--- src/rtl/serial_subtractor.sv ---
// Bit-serial a - b, LSB first, using one full-subtractor cell and a registered borrow.
// Results are registered on entry to DONE and held until the next run completes.
module serial_subtractor #(
    parameter int NUM_BITS = 8
) (
    input  logic                clk,
    input  logic                rst,
    input  logic                start,
    input  logic [NUM_BITS-1:0] a,
    input  logic [NUM_BITS-1:0] b,
    output logic                busy,
    output logic                done,
    output logic [NUM_BITS-1:0] diff,
    output logic                borrow_out,
    output logic                overflow
);

    localparam int CW = (NUM_BITS > 1) ? $clog2(NUM_BITS) : 1;
    localparam logic [CW-1:0] LAST_BIT = CW'(NUM_BITS - 1);

    localparam logic [1:0] ST_IDLE  = 2'd0;
    localparam logic [1:0] ST_SHIFT = 2'd1;
    localparam logic [1:0] ST_DONE  = 2'd2;

    logic [1:0]          state_q, state_d;
    logic [NUM_BITS-1:0] a_q, a_d;
    logic [NUM_BITS-1:0] b_q, b_d;
    logic [NUM_BITS-1:0] res_q, res_d;
    logic [NUM_BITS-1:0] diff_q, diff_d;
    logic [CW-1:0]       cnt_q, cnt_d;
    logic                bw_q, bw_d;
    logic                brw_q, brw_d;
    logic                ovf_q, ovf_d;

    logic accept;
    logic d_bit;
    logic bw_nxt;

    // Start is honoured only when no operation is in flight.
    assign accept = start && ((state_q == ST_IDLE) || (state_q == ST_DONE));

    assign d_bit  = a_q[0] ^ b_q[0] ^ bw_q;
    assign bw_nxt = (~a_q[0] & b_q[0]) | (~(a_q[0] ^ b_q[0]) & bw_q);

    always_comb begin
        state_d = state_q;
        a_d     = a_q;
        b_d     = b_q;
        res_d   = res_q;
        diff_d  = diff_q;
        cnt_d   = cnt_q;
        bw_d    = bw_q;
        brw_d   = brw_q;
        ovf_d   = ovf_q;
        case (state_q)
            ST_IDLE, ST_DONE: begin
                if (accept) begin
                    a_d     = a;
                    b_d     = b;
                    res_d   = '0;
                    cnt_d   = '0;
                    bw_d    = 1'b0;
                    state_d = ST_SHIFT;
                end else begin
                    state_d = ST_IDLE;
                end
            end
            ST_SHIFT: begin
                a_d   = a_q >> 1;
                b_d   = b_q >> 1;
                res_d = {d_bit, res_q[NUM_BITS-1:1]};
                bw_d  = bw_nxt;
                cnt_d = cnt_q + 1'b1;
                if (cnt_q == LAST_BIT) begin
                    // a_q[0]/b_q[0] hold the operand MSBs on the final bit.
                    diff_d  = {d_bit, res_q[NUM_BITS-1:1]};
                    brw_d   = bw_nxt;
                    ovf_d   = (a_q[0] != b_q[0]) && (d_bit != a_q[0]);
                    cnt_d   = '0;
                    state_d = ST_DONE;
                end
            end
            default: state_d = ST_IDLE;
        endcase
    end

    always_ff @(posedge clk or posedge rst) begin
        if (rst) begin
            state_q <= ST_IDLE;
            a_q     <= '0;
            b_q     <= '0;
            res_q   <= '0;
            diff_q  <= '0;
            cnt_q   <= '0;
            bw_q    <= 1'b0;
            brw_q   <= 1'b0;
            ovf_q   <= 1'b0;
        end else begin
            state_q <= state_d;
            a_q     <= a_d;
            b_q     <= b_d;
            res_q   <= res_d;
            diff_q  <= diff_d;
            cnt_q   <= cnt_d;
            bw_q    <= bw_d;
            brw_q   <= brw_d;
            ovf_q   <= ovf_d;
        end
    end

    assign busy       = (state_q == ST_SHIFT);
    assign done       = (state_q == ST_DONE);
    assign diff       = diff_q;
    assign borrow_out = brw_q;
    assign overflow   = ovf_q;

`ifndef SYNTHESIS
    logic [NUM_BITS-1:0] chk_a_q, chk_b_q;

    always_ff @(posedge clk or posedge rst) begin
        if (rst) begin
            chk_a_q <= '0;
            chk_b_q <= '0;
        end else if (accept) begin
            chk_a_q <= a;
            chk_b_q <= b;
        end
    end

    always_ff @(posedge clk) begin
        if (!rst && accept)
            assert (!$isunknown({a, b}))
            else $error("serial_subtractor: unknown operand bits at start");
        if (!rst && (state_q == ST_DONE))
            assert (diff == NUM_BITS'(chk_a_q - chk_b_q))
            else $error("serial_subtractor: diff %h differs from a-b", diff);
    end
`endif

endmodule
--- config.mk ---
export PLATFORM = sky130hd
export DESIGN_NAME = serial_subtractor
export DESIGN_NICKNAME = d
export VERILOG_FILES = /design/src/rtl/serial_subtractor.sv
export SDC_FILE = /design/constraint.sdc
export NUM_CORES = 1
export LEC_CHECK = 0
export CAP_MARGIN = 20
export CELL_PAD_IN_SITES_DETAIL_PLACEMENT = 2
export CELL_PAD_IN_SITES_GLOBAL_PLACEMENT = 2
export CORE_MARGIN = 5
export CORE_UTILIZATION = 35
export CTS_BUF_LIST = sky130_fd_sc_hd__clkbuf_8
export DETAILED_ROUTE_END_ITERATION = 7
export MAX_ROUTING_LAYER = met4
export PLACE_DENSITY_LB_ADDON = 0.1
export SETUP_SLACK_MARGIN = 0.3
export SLEW_MARGIN = 0
export SYNTH_ARGS = -nofsm -noshare
export SYNTH_HDL_FRONTEND = slang
export SYNTH_SLANG_ARGS = --single-unit
--- constraint.sdc ---
create_clock -name clk -period 2 [get_ports clk]
set_clock_uncertainty 0.15 [all_clocks]
set_input_delay 0.4 -clock clk [delete_from_list [all_inputs] [get_ports clk]]
set_output_delay 0.4 -clock clk [all_outputs]
set_load 0.01 [all_outputs]
==> flow_summary.toml <==
[final_layout]
regArea_um2 = 976
fin_nets = 196
syn_to_final_growth_pct = 31.3
nFillCells = 470
num_antenna_cells = 0
multi_input_area_um2 = 646
drive_gt1_share_pct = 19.0

[global_routing]
antenna_found_initial = 0
grt_max_degree = 40
grt_pass1_vias = 1377
track_usage_pct = 14.8
grt_first_pass_wirelength_um = 6840
gr-total-overflow = 0

[timing]
fmax_mhz = 603
fin_tns_setup_ns = 0
period_minus_slack_ns = 1.66
slew_headroom_pct = 66.4
slew_violations = 0
hold_viol = 0
worst_slew_pin_slew_ns = 0.505
finalCritPeriodShare_pct = 82.9
finalSetupViolCount = 0
rsz0062_at_grt = "true"
hold_slack_ns = 0.341

[placed_design]
numPortBuffers = 30
gp_congestion = 0.729
dp_hpwl_um = 2540

[worst_setup_path]
critPathKind = "register to register"
start_kind = "register"
ff2ff_path_depth = 5
cp_cell_sequence = "ha_2 -> ha_4 -> nand3b_1 -> buf_6 -> mux2_4"
worst-path-stages = 5
required_ns = 2.02
crit_end = "diff[6]"
worst_r2r_endpoint = "diff[6]"
path_buf_inv = 1
slowest_delay_ns = 0.39
r2r_setup_slack_ns = 0.34
cp.arrival_ns = 1.68
cp_top_family = "flip-flops"
end_kind = "register"
r2r-start = "cnt_q[1]"
cp-startpoint = "cnt_q[1]"
crit_fanout = 6
slowest_stage = "dfrtp_1"

[synthesis]
syn_nets = 156
synth_largest_area_cell = "dfrtp_1"
syn_area_um2 = 1660
syn_inst = 133
synth_most_common_cell = "dfrtp_1"
synth_edf_count = 0
ys_warn_count = 0
synth_area_leaders = "dfrtp_1 (59%), mux2i_1 (8.4%), a22o_1 (5.3%)"
synthArstFlopShare_pct = 100
yosysTopAreaCellShare_pct = 58.7
yosysSeqAreaShare_pct = 58.7
avgSynthCellArea_um2 = 12.5
ys_seq_elements = 39
synth_flop_cell = "dfrtp_1"
synthTopCellsByCount = "dfrtp_1 (39), nand2_1 (16), mux2i_1 (14)"
synthDistinctLibCells = 26

[drt]
ant_nets = 0
wl_um = 3970
drc = 0
drtIter0Drc = 40
via_per_inst = 5.07
vias = 1156
first_pass_iters = 3
post_drt_wl_per_cell_um = 17.4

[run_status]
status = "completed"

[die]
die-area_um2 = 6230
die_w_um = 78.9
rows = 25
die_h_um = 78.9
initial_core_util_pct = 35.7
design.portCount = 31
core_area_um2 = 4660

[power]
pwr-share-seq_pct = 41.9
intPower_mw = 2.02
switching_share_pct = 36.1
p_clk_share_pct = 16.5
p_leak_nw = 1.03
p_switching_mw = 1.14
ir_drop_mv = 0.552
comb_power_share_pct = 41.7
p_per_area_nw_per_um2 = 1450

[clock_network]
path_clk_slew_ns = 0.08
cts_tree = "built"
cts_num_sinks = 39
clock_latency_ns = 0.29
cts_buffers = 5
clock_path_buffers = 2
htree_levels = 2
cts_root_buf = "clkbuf_8"

[flow_run]
maxCapViolations = 0

[worst_hold_path]
hold_class = "register to register"
==> power by group through the flow <==
| stage | registers, mW | logic [mW] | clock network (mW) |
|---|---|---|---|
| 2_1_floorplan | 1.31 | 0.812 | 0 |
| 3_3_place_gp | 1.31 | 1.19 | 0 |
| 3_5_place_dp | 1.33 | 1.26 | 0 |
| 4_1_cts | 1.32 | 1.26 | 0.548 |
| 5_1_grt | 1.38 | 1.47 | 0.587 |
| 6_report | 1.32 | 1.32 | 0.519 |
==> sequential cells by signal (all words and copies together), names as in the netlist <==
name,count
a_q,8
b_q,8
borrow_out,1
bw_q,1
cnt_q,3
diff,8
overflow,1
res_q,7
state_q,2
==> area by class of cell <==
type / instances / share of cell area, %
Timing Repair Buffer: 41 / 17.6
Tap cell: 54 / 3.09
Inverter: 7 / 1.20
Sequential cell: 39 / 44.7
Multi-Input combinational cell: 79 / 29.6
Clock buffer: 5 / 3.15
Clock inverter: 3 / 0.688
==> per-layer routing <==
| metal | global-route usage, % | wire length [µm] | vias up |
|---|---|---|---|
| met3 | 3.17 | 102 | 5 |
| met5 | - | 0 | - |
| li1 | - | - | 536 |
| met1 | 17.3 | 1690 | 593 |
| met4 | 5.67 | 57 | 0 |
| met2 | 25.1 | 2120 | 22 |
==> through the flow <==
stage | util, % | total power [mW] | area, µm² | instances | setup WS (ns)
3_3_place_gp | 43.3 | 2.50 | 2020 | 213 | 0.201
2_1_floorplan | - | 2.13 | 1670 | 133 | 0.318
5_1_grt | 46.8 | 3.44 | 2180 | 228 | 0.255
6_report | 46.8 | 3.16 | 2180 | 228 | 0.342
3_5_place_dp | 43.3 | 2.59 | 2020 | 213 | 0.157
4_1_cts | 45.8 | 3.12 | 2130 | 225 | 0.190
==> cells by family (layout without fill, tap and decap cells) <==
kind of cell,count (synthesis),count (layout),synth area share (%)
buf+inv,15,56,5.04
flops,39,39,58.7
compound gates,30,30,12.3
fa+ha+maj,4,4,3.46
xor+xnor,1,1,0.527
simple gates,22,22,6.17
mux,22,22,13.8
==> worst min path at each step <==
stage | start | endpoint | slack, ns | cells past startpoint
global placement | a_q[3] | a_q[2] | 0.31 | 2
floorplan | a_q[1] | a_q[0] | 0.30 | 2
finish | diff[2] | diff[2] | 0.34 | 1
CTS | diff[3] | diff[3] | 0.35 | 1
global route | diff[2] | diff[2] | 0.38 | 1
detailed placement | bw_q | bw_q | 0.33 | 1
==> cells in the final DEF (no fill, tap or decap) <==
master	netlist	final
buf_6	0	3
fa_1	1	1
nor2_4	1	1
dlygate4sd2_1	0	10
mux2_1	5	2
buf_4	4	7
buf_12	0	1
ha_4	0	1
nor3_1	1	1
o2bb2ai_1	1	1
ha_2	0	1
mux2_4	0	6
clkinv_2	0	3
nor2b_2	0	1
nand3b_1	1	1
a22o_1	10	10
nand2b_2	0	1
o31ai_1	1	1
clkbuf_8	0	5
dfrtp_1	39	39
a21o_1	2	2
o21ai_1	7	7
mux2i_1	14	14
clkbuf_2	0	2
inv_1	6	6
o21ai_0	8	8
xnor2_1	1	1
a32o_1	1	1
ha_1	3	1
clkdlybuf4s50_1	0	18
inv_2	1	1
nor2b_1	2	1
nand2_1	16	16
==> worst reg2reg max path, stage by stage (launching register included) <==
cell      delay, ns
dfrtp_1        0.39
ha_2           0.20
ha_4           0.16
nand3b_1       0.17
buf_6          0.17
mux2_4         0.31
==> what timing repair did <==
action | 4_1_cts | 5_1_grt
setup buffers | 3 | 3
pin swaps | 0 | 1
resized for setup | 18 | 12
setup endpoints to repair | 30 | 24
hold buffers | 0 | 0
gates cloned | 1 | 0
Note: power is estimated with default switching activity, not from simulation.
